$ cat config.mk
export PLATFORM = sky130hd
export DESIGN_NAME = native_port_traffic_gen
export DESIGN_NICKNAME = d
export VERILOG_FILES = /design/src/rtl/native_port_traffic_gen.sv
export SDC_FILE = /design/constraint.sdc
export NUM_CORES = 1
export LEC_CHECK = 0
export CAP_MARGIN = 40
export CORE_AREA = 4 4 275 277
export DETAILED_ROUTE_END_ITERATION = 8
export DIE_AREA = 0 0 279 281
export SETUP_SLACK_MARGIN = 0.4
export SYNTH_ARGS = -nofsm -noshare
export SYNTH_HDL_FRONTEND = slang
export SYNTH_SLANG_ARGS = --single-unit
$ cat constraint.sdc
create_clock -name user_clk -period 6.37 [get_ports user_clk]
set_input_delay 1.274 -clock user_clk [delete_from_list [all_inputs] [get_ports user_clk]]
set_output_delay 1.274 -clock user_clk [all_outputs]
set_load 0.05 [all_outputs]
$ cat src/rtl/native_port_traffic_gen.sv
// Strided write / read / write-then-verify traffic engine for the LiteDRAM native user port.
// Define TRAFFIC_GEN_VERIFY_EN to compile in the read-data comparator and error registers.
module native_port_traffic_gen #(
  parameter int DATA_W = 256,
  parameter int ADDR_W = 24,
  parameter int CNT_W  = 16
) (
  input  logic                user_clk,
  input  logic                user_rst,
  input  logic                start,
  input  logic [1:0]          mode,
  input  logic [ADDR_W-1:0]   base_addr,
  input  logic [ADDR_W-1:0]   stride,
  input  logic [CNT_W-1:0]    count,
  input  logic [31:0]         seed,
  output logic                cmd_valid,
  input  logic                cmd_ready,
  output logic                cmd_we,
  output logic [ADDR_W-1:0]   cmd_addr,
  output logic                wdata_valid,
  input  logic                wdata_ready,
  output logic [DATA_W/8-1:0] wdata_we,
  output logic [DATA_W-1:0]   wdata_data,
  input  logic                rdata_valid,
  output logic                rdata_ready,
  input  logic [DATA_W-1:0]   rdata_data,
  output logic                busy,
  output logic                done,
  output logic [CNT_W-1:0]    err_count,
  output logic [ADDR_W-1:0]   first_err_addr
);

  localparam int LANES = DATA_W / 32;

  typedef enum logic [2:0] {S_IDLE, S_WR, S_RD_CMD, S_RD_DATA, S_DONE} state_t;

  state_t              state_q, state_d;
  logic                rd_after_q, rd_after_d;
  logic [ADDR_W-1:0]   base_q, base_d;
  logic [ADDR_W-1:0]   stride_q, stride_d;
  logic [CNT_W-1:0]    count_q, count_d;
  logic [31:0]         seed_q, seed_d;
  logic [CNT_W-1:0]    remain_q, remain_d;
  logic [ADDR_W-1:0]   addr_q, addr_d;
  logic                cmd_valid_q, cmd_valid_d;
  logic                cmd_we_q, cmd_we_d;
  logic                wdata_valid_q, wdata_valid_d;
  logic [DATA_W-1:0]   wdata_data_q, wdata_data_d;
  logic                rdata_ready_q, rdata_ready_d;
  logic                busy_q, busy_d;
  logic                done_q, done_d;
  logic                cmd_seen_q, cmd_seen_d;
  logic                wd_seen_q, wd_seen_d;
  logic [CNT_W-1:0]    err_count_q, err_count_d;
  logic [ADDR_W-1:0]   first_err_q, first_err_d;
  logic                err_seen_q, err_seen_d;

  logic                cmd_hs, wd_hs, rd_hs, cmd_got, wd_got, last_txn;
  logic [ADDR_W-1:0]   next_addr;

  function automatic logic [DATA_W-1:0] pattern(input logic [31:0] sd, input logic [ADDR_W-1:0] a);
    logic [DATA_W-1:0] p;
    logic [31:0]       a32;
    p   = '0;
    a32 = 32'(a);
    for (int k = 0; k < LANES; k++) p[32*k +: 32] = sd + a32 + 32'(k);
    return p;
  endfunction

  assign cmd_hs    = cmd_valid_q & cmd_ready;
  assign wd_hs     = wdata_valid_q & wdata_ready;
  assign rd_hs     = rdata_ready_q & rdata_valid;
  assign cmd_got   = cmd_seen_q | cmd_hs;
  assign wd_got    = wd_seen_q | wd_hs;
  assign last_txn  = (remain_q == CNT_W'(1));
  assign next_addr = addr_q + stride_q;

  always_comb begin
    state_d       = state_q;
    rd_after_d    = rd_after_q;
    base_d        = base_q;
    stride_d      = stride_q;
    count_d       = count_q;
    seed_d        = seed_q;
    remain_d      = remain_q;
    addr_d        = addr_q;
    cmd_valid_d   = cmd_valid_q;
    cmd_we_d      = cmd_we_q;
    wdata_valid_d = wdata_valid_q;
    wdata_data_d  = wdata_data_q;
    rdata_ready_d = rdata_ready_q;
    busy_d        = busy_q;
    done_d        = 1'b0;
    cmd_seen_d    = cmd_seen_q;
    wd_seen_d     = wd_seen_q;
    err_count_d   = err_count_q;
    first_err_d   = first_err_q;
    err_seen_d    = err_seen_q;

    case (state_q)
      S_IDLE: begin
        if (start) begin
          rd_after_d  = mode[1];
          base_d      = base_addr;
          stride_d    = stride;
          count_d     = count;
          seed_d      = seed;
          remain_d    = count;
          addr_d      = base_addr;
          busy_d      = 1'b1;
          err_count_d = '0;
          first_err_d = '0;
          err_seen_d  = 1'b0;
          cmd_seen_d  = 1'b0;
          wd_seen_d   = 1'b0;
          if (count == '0) begin
            state_d = S_DONE;
            done_d  = 1'b1;
          end else if (mode == 2'd1) begin
            state_d     = S_RD_CMD;
            cmd_valid_d = 1'b1;
            cmd_we_d    = 1'b0;
          end else begin
            state_d       = S_WR;
            cmd_valid_d   = 1'b1;
            cmd_we_d      = 1'b1;
            wdata_valid_d = 1'b1;
            wdata_data_d  = pattern(seed, base_addr);
          end
        end
      end

      S_WR: begin
        if (cmd_got && wd_got) begin
          cmd_seen_d = 1'b0;
          wd_seen_d  = 1'b0;
          if (!last_txn) begin
            // Back-to-back: both valids stay up with the next address and pattern.
            remain_d      = remain_q - CNT_W'(1);
            addr_d        = next_addr;
            cmd_valid_d   = 1'b1;
            wdata_valid_d = 1'b1;
            wdata_data_d  = pattern(seed_q, next_addr);
          end else if (rd_after_q) begin
            state_d       = S_RD_CMD;
            remain_d      = count_q;
            addr_d        = base_q;
            cmd_valid_d   = 1'b1;
            cmd_we_d      = 1'b0;
            wdata_valid_d = 1'b0;
          end else begin
            state_d       = S_DONE;
            done_d        = 1'b1;
            cmd_valid_d   = 1'b0;
            cmd_we_d      = 1'b0;
            wdata_valid_d = 1'b0;
          end
        end else begin
          cmd_seen_d    = cmd_got;
          wd_seen_d     = wd_got;
          cmd_valid_d   = ~cmd_got;
          wdata_valid_d = ~wd_got;
        end
      end

      S_RD_CMD: begin
        if (cmd_hs) begin
          state_d       = S_RD_DATA;
          cmd_valid_d   = 1'b0;
          rdata_ready_d = 1'b1;
        end
      end

      S_RD_DATA: begin
        if (rd_hs) begin
          rdata_ready_d = 1'b0;
`ifdef TRAFFIC_GEN_VERIFY_EN
          if (rdata_data != pattern(seed_q, addr_q)) begin
            if (err_count_q != '1) err_count_d = err_count_q + CNT_W'(1);
            if (!err_seen_q) begin
              first_err_d = addr_q;
              err_seen_d  = 1'b1;
            end
          end
`endif
          if (last_txn) begin
            state_d = S_DONE;
            done_d  = 1'b1;
          end else begin
            state_d     = S_RD_CMD;
            remain_d    = remain_q - CNT_W'(1);
            addr_d      = next_addr;
            cmd_valid_d = 1'b1;
          end
        end
      end

      S_DONE: begin
        state_d = S_IDLE;
        busy_d  = 1'b0;
      end

      default: state_d = S_IDLE;
    endcase
  end

  always_ff @(posedge user_clk) begin
    if (user_rst) begin
      state_q       <= S_IDLE;
      rd_after_q    <= 1'b0;
      base_q        <= '0;
      stride_q      <= '0;
      count_q       <= '0;
      seed_q        <= '0;
      remain_q      <= '0;
      addr_q        <= '0;
      cmd_valid_q   <= 1'b0;
      cmd_we_q      <= 1'b0;
      wdata_valid_q <= 1'b0;
      wdata_data_q  <= '0;
      rdata_ready_q <= 1'b0;
      busy_q        <= 1'b0;
      done_q        <= 1'b0;
      cmd_seen_q    <= 1'b0;
      wd_seen_q     <= 1'b0;
      err_count_q   <= '0;
      first_err_q   <= '0;
      err_seen_q    <= 1'b0;
    end else begin
      state_q       <= state_d;
      rd_after_q    <= rd_after_d;
      base_q        <= base_d;
      stride_q      <= stride_d;
      count_q       <= count_d;
      seed_q        <= seed_d;
      remain_q      <= remain_d;
      addr_q        <= addr_d;
      cmd_valid_q   <= cmd_valid_d;
      cmd_we_q      <= cmd_we_d;
      wdata_valid_q <= wdata_valid_d;
      wdata_data_q  <= wdata_data_d;
      rdata_ready_q <= rdata_ready_d;
      busy_q        <= busy_d;
      done_q        <= done_d;
      cmd_seen_q    <= cmd_seen_d;
      wd_seen_q     <= wd_seen_d;
      err_count_q   <= err_count_d;
      first_err_q   <= first_err_d;
      err_seen_q    <= err_seen_d;
    end
  end

`ifndef TRAFFIC_GEN_VERIFY_EN
  // Read data is accepted and dropped when the comparator is not built.
  logic unused_rdata;
  assign unused_rdata = ^rdata_data;
`endif

  assign cmd_valid      = cmd_valid_q;
  assign cmd_we         = cmd_we_q;
  assign cmd_addr       = addr_q;
  assign wdata_valid    = wdata_valid_q;
  assign wdata_we       = '1;
  assign wdata_data     = wdata_data_q;
  assign rdata_ready    = rdata_ready_q;
  assign busy           = busy_q;
  assign done           = done_q;
  assign err_count      = err_count_q;
  assign first_err_addr = first_err_q;

endmodule
### Yosys cells after proc, flatten, opt, wreduce, memory -nomap -nowiden

Cells that the tools add are included.

| word-level totals | value |
|---|---|
| register bits | 404 |
| input bits | 360 |
| output and inout bits | 358 |
| word-level logic and storage cells | 145 |

| cells by class | value |
|---|---|
| add/sub/neg operators | 18 |
| eq/ne operators | 16 |
| mux-type cells | 69 |
| bitwise logic cells | 7 |
| reduce and logical (&&, ||, !) cells | 18 |

Operator list:

| kind | count |
|---|---|
| $mux 256 | 5 |
| $pmux 256 s2 | 1 |
| $add 32x3->32 const B | 8 |
| $mux 24 | 6 |
| $add 32x2->32 const B | 4 |
| $mux 16 | 6 |
| $pmux 24 s3 | 1 |
| $add 32x1->32 const B | 2 |
| $add 32x24->32 | 2 |
| $pmux 16 s3 | 1 |
| $mux 1 | 31 |
| $add 24x24->24 | 1 |
| $mux 3 | 8 |
| $ne 2x2->1 const B | 9 |
| $reduce_and 6->1 | 3 |
| $eq 16x1->1 const B | 1 |
| $logic_not 16->1 | 1 |
| $sub 16x1->16 const B | 1 |
| $pmux 1 s2 | 6 |
| $pmux 3 s4 | 1 |
| $reduce_and 5->1 | 2 |
| $eq 3x2->1 const B | 2 |
| $reduce_and 2->1 | 3 |
| $reduce_bool 2->1 | 3 |
| other kinds (16) | 20 |

### Depth between registers and ports, before layout

| logic depth | value |
|---|---|
| depth after elaboration | 6 |
| depth in mapped cells | 25 |
| depth with buffers taken out | 24 |

### Worst setup path after synthesis

OpenSTA, ideal clock, no wires.

| timing path | value |
|---|---|
| path type | register to register |
| start | register addr_q[0], in the netlist cmd_addr[0] |
| end | register wdata_data_q[157], in the netlist wdata_data[157] |
| setup time | 91 ps |
| arrival time | 5819 ps |
| required time | 6279 ps |
| slack | 460 ps |
| stages on the path, launching flop included | 25 |
| path buffers | 1 |
| clock period less this slack | 5910 ps |
| path through | dfxtp_1 > ha_1 > fa_1 > a21o_1 > a21oi_1 > nor2b_1 > o21a_1 > o311ai_0 > nand3_1 > a21boi_0 > nor4b_1 > or3_1 > and2_1 > ha_1 > and2_1 > nand3_1 > a31oi_1 > nor2_1 > xor2_1 > mux2i_2 > nand4_4 > nand2b_4 > buf_6 > or4_1 > a311oi_1 |

| between the ends | value |
|---|---|
| word-level cells in the longest chain between the ends | 6 |

RTL lines:

| element | RTL line | text |
|---|---|---|
| from (decl) | 44 | `logic [ADDR_W-1:0] addr_q, addr_d;` |
| from (signal assigned) | 237 | `addr_q <= addr_d;` |
| $add 24x24->24 | 76 | `assign next_addr = addr_q + stride_q;` |
| $add 32x24->32 | 66 | `for (int k = 0; k < LANES; k++) p[32*k +: 32] = sd + a32 + 32'(k);` |
| $add 32x3->32 | 66 |  |
| $mux 256 | 137 | `if (!last_txn) begin` |
| $mux 256 | 134 | `if (cmd_got && wd_got) begin` |
| $pmux 256 s2 | 100 | `case (state_q)` |
| to (signal assigned) | 241 | `wdata_data_q <= wdata_data_d;` |
| to (decl) | 48 | `logic [DATA_W-1:0] wdata_data_q, wdata_data_d;` |

No other way between the ends. The select of a mux whose other input is x is not followed.
A chain may end at the register's enable or synchronous reset.

### Worst setup path in the final report

| timing path | value |
|---|---|
| start | register addr_q[0], in the netlist cmd_addr[0] |
| end | register wdata_data_q[220], in the netlist wdata_data[220] |

The elaborated chain is that of the path after synthesis.

==> reports/metrics.sh <==
FF_LATCH_AREA_UM2=7888
OVERALL_VIA_COUNT_FROM_DETAIL_ROUTE=23880
WHS_PATH_DEPTH=2
YOSYS-TOP-CELLS-AREA='dfxtp_1 34%, nand2_1 8.9%, a21oi_1 7.3%'
FLOW.AREA_GROWTH_FROM_SYNTHESIS_PCT=30.86
IO_BUFFERS=389
BIGGEST_FANOUT_ALONG_THE_WORST_TIMING_PATH=7
DIE_AREA_UM2=78400
POWER-PER-CELL-AREA_nW_PER_UM2=587.6
BOUNDARYPINS=718
R2R_END='wdata_data[220]$_SDFFE_PP0P_'
DETAIL_ROUTE.DRC_VIOLATIONS=0
CLK_LATENCY_NS=0.61
FINAL_MIN_PERIOD_OVER_CLOCK_PERIOD=0.8919
POST-SYNTH-TOP-AREA-CELL='dfxtp_1'
YS_ASYNC_SR_FRACTION=0
DETAIL_ROUTE.ITER0.VIOLATIONS=2216
INITIAL_UTILIZATION=0.3174
REPORT.POWER.TOTAL_mW=17.77
POSTSYNTHCELLCOUNT=2999
WORSTHOLDSTART='wdata_data[119]$_SDFFE_PP0P_'
CTS_TREE='built'
PLACE_AREA_UM2=28120
ANTENNA_LEFT=0
GP_ROUTABILITY_CONGESTION=0.9187
ROOT_CELL_OF_THE_CLOCK_TREE='clkbuf_16'
CORE_AREA_UM2=72830
DETAILED_PLACE_HPWL_MM=73.32
SYNTH_TOP_AREA_SHARE=0.3412
MAXCLOCKFREQUENCY_MHz=176.0
MIN_TO='wdata_data[119]$_SDFFE_PP0P_'
NNETSFINAL=3827
GRT_MAX_DEGREE=98
STATUS='finished, final reports clean'
R2R_DEPTH=21
VDD.IR_DROP.WORST_mV=0.3575
SYNTH_WARNINGS=0
FINALSETUPVIOLCOUNT=0
AREA_OF_THE_MULTI_INPUT_GATES_UM2=14380
LAYOUT-DRIVE-GT1-SHARE=0.1063
CTS_SINKS=394
CTS-HOLD-FIX-BUFFERS=0
VIAS_PER_CELL=5.456
LAYOUT_COMMON_CELLS='541 x nand2_1, 394 x dfxtp_1, 388 x clkdlybuf4s50_1'
POST-ROUTE-MIN-PERIOD_NS=5.682
GRT_OVERFLOW_TOTAL=0
SYNTH-EDFF-COUNT=0
RSZ0062_AT_GRT='false'
SETUP_TNS_NS=0
PER_INSTANCE_AVERAGE_AREA_AFTER_SYNTHESIS_UM2=7.708
DIE_HEIGHT_UM=281
SYNTH.DISTINCT_CELLS=92
CHIPWIDTH_UM=279
MAX_SLEW.WORST_PIN.SLEW_NS=0.8875
CRIT_PATH_START_KIND='flop'
DETAIL_ROUTE.FIRST_PASS.ITERATIONS=6
NUMBER_OF_ANTENNA_VIOLATIONS_AT_THE_FIRST_CHECK_IN_GLOBAL_ROUTING=13
REGISTER_TO_REGISTER_SETUP_SLACK_NS=0.69
VIAS_IN_THE_FIRST_GLOBAL_ROUTE=22210
MAX_CAP_VIOLATIONS=0
WORST_HOLD_PATH_TYPE='flop to flop'
FINALCLOCKSKEW_NS=0.03888
TIMING_HOLD_VIOLATIONS_FINAL=0
CRIT-REG2REG-LAUNCH='cmd_addr[0]$_SDFFE_PP0P_'
WORST-ENDPOINT-REQUIRED_NS=6.85
CP.ARRIVAL_NS=6.16
MAXSLEWHEADROOM=0.4084
MAX-CLOCK-PATH-BUFFERS=3
WORST_HOLD_SLACK_NS=0.4483
GRT_FIRST_PASS_WIRELENGTH_MM=140.2
NFILLCELLS=7422
FFS_LATCHES_SYNTH=394
CLKTRANSATPATHREGS_NS=0.06
SYNTH.YOSYS.SEQ_AREA_SHARE=0.3412
POSTLAYOUTCELLAREA_UM2=30250
REPORT.FINAL.SLEW_VIOL_COUNT=0
CTS_MAX_LEVEL=2
CTS_BUFFERS=46
CELL_AREA_AFTER_SYNTHESIS_UM2=23120
POWER_LEAKAGE_nW=11.32
END_KIND='flop'
WORSTSETUPPATHTYPE='flop to flop'
ROUTE.DETAILED.WL_PER_INST_UM=21.97
ROW_COUNT=99
TRACK_USAGE=0.2301
SYNTH_FF_TYPE='dfxtp_1'
LAYOUT_COMMONEST_CELL='nand2_1'
WIRELENGTH_MM=96.18
-- final cells by class --
class                           count  share of cell area
Clock buffer                       68             0.04542
Inverter                           37            0.004591
Antenna cell                        4           0.0003309
Multi-Input combinational cell   2362              0.4753
Sequential cell                   394              0.2608
Tap cell                          959             0.03967
Clock inverter                     17            0.006287
Timing Repair Buffer              536              0.1677
-- state kept, by name, summed over array words and instances (netlist names) --
register,cells
stride_q,24
done,1
cmd_seen_q,1
rdata_ready,1
wdata_valid,1
state_q,3
wdata_data,246
busy,1
cmd_addr,24
wd_seen_q,1
count_q,16
cmd_we,1
seed_q,32
rd_after_q,1
base_q,24
remain_q,16
cmd_valid,1
-- stage by stage --
stage	util	setup WS, ns	instances
6_report	0.4153	0.6883	4377
2_1_floorplan	-	0.4602	3069
5_1_grt	0.4153	0.4099	4377
3_5_place_dp	0.3861	0.09124	4267
3_3_place_gp	0.3851	0.1386	4263
4_1_cts	0.4094	0.4138	4361
-- kinds of logic (layout without fill, tap and decap cells) --
family | after synthesis | after routing | synth area share
adder cells (fa/ha/maj) | 90 | 90 | 0.04969
XOR/XNOR | 144 | 144 | 0.05456
flip-flops | 394 | 394 | 0.3412
other | 2 | 76 | 0.0003249
AND/OR/NAND/NOR | 1177 | 1177 | 0.2310
buffers and inverters | 313 | 658 | 0.06685
AO/OA/AOI/OAI | 832 | 832 | 0.2344
multiplexers | 47 | 47 | 0.02198
-- per-layer routing --
metal / global-route usage / up-vias / share of wire
met5: 0 / - / 0.0012
met1: 0.3082 / 11300 / 0.43
met4: 0.08721 / 18 / 0.039
met3: 0.04810 / 189 / 0.083
met2: 0.3650 / 1011 / 0.45
li1: - / 11360 / -
-- where the power goes --
part	internal [mW]	switching, mW	total (mW)
combinational	3.55	7.52	11.1
sequential	3.31	0.650	3.96
clock	1.59	1.16	2.75
total	8.45	9.33	17.8
-- synthesized netlist by cell type, drive strengths merged, types with 13 or more instances --
master and count:
a221oi 31, nor2b 14, nor2 253, o2111ai 15, dfxtp 394, a31oi 13
inv 36, a22oi 13, nand2 546, nand3 76, nor4 36, and3 27
or3 21, clkbuf 139, o21a 13, a21oi 340, mux2i 33, xor2 31
buf 137, a222oi 15, nor3 82, ha 87, a21o 32, xnor2 113
o211ai 14, a211oi 112, or2 13, mux2 14, and2 24, o21ai 112
a221o 13, nand4 33, a311oi 25
-- critical path: stages, from the launching register on --
cell and delay [ns]:
dfxtp_1 0.33, ha_2 0.22, fa_2 0.35, a21o_1 0.18
a21oi_2 0.17, nor2b_1 0.06, o21a_1 0.21, o31ai_2 0.31
xnor2_1 0.30, ha_1 0.40, a21o_1 0.24, a221o_1 0.37
a221oi_1 0.36, xnor2_1 0.19, mux2_2 0.22, buf_4 0.22
nand2_1 0.19, nor2_2 0.31, buf_4 0.24, nand2_1 0.07
or3_1 0.32, a221o_1 0.31
-- worst max-delay path by stage --
stage / startpoint / to / slack (ns) / depth (start not counted)
floorplan: cmd_addr[0]$_SDFFE_PP0P_ / wdata_data[157]$_SDFFE_PP0P_ / 0.46 / 24
global placement: cmd_addr[0]$_SDFFE_PP0P_ / wdata_data[119]$_SDFFE_PP0P_ / 0.14 / 25
detailed placement: cmd_addr[0]$_SDFFE_PP0P_ / wdata_data[119]$_SDFFE_PP0P_ / 0.09 / 25
CTS: cmd_addr[0]$_SDFFE_PP0P_ / wdata_data[157]$_SDFFE_PP0P_ / 0.41 / 25
global route: cmd_addr[0]$_SDFFE_PP0P_ / wdata_data[157]$_SDFFE_PP0P_ / 0.41 / 25
finish: cmd_addr[0]$_SDFFE_PP0P_ / wdata_data[220]$_SDFFE_PP0P_ / 0.69 / 21
-- timing repair --
item                       4_1_cts  5_1_grt
setup endpoints to repair       79      104
setup buffers                    9       12
resized for setup               17       68
pin swaps                        4       17
(Power assumes the default switching activity.)
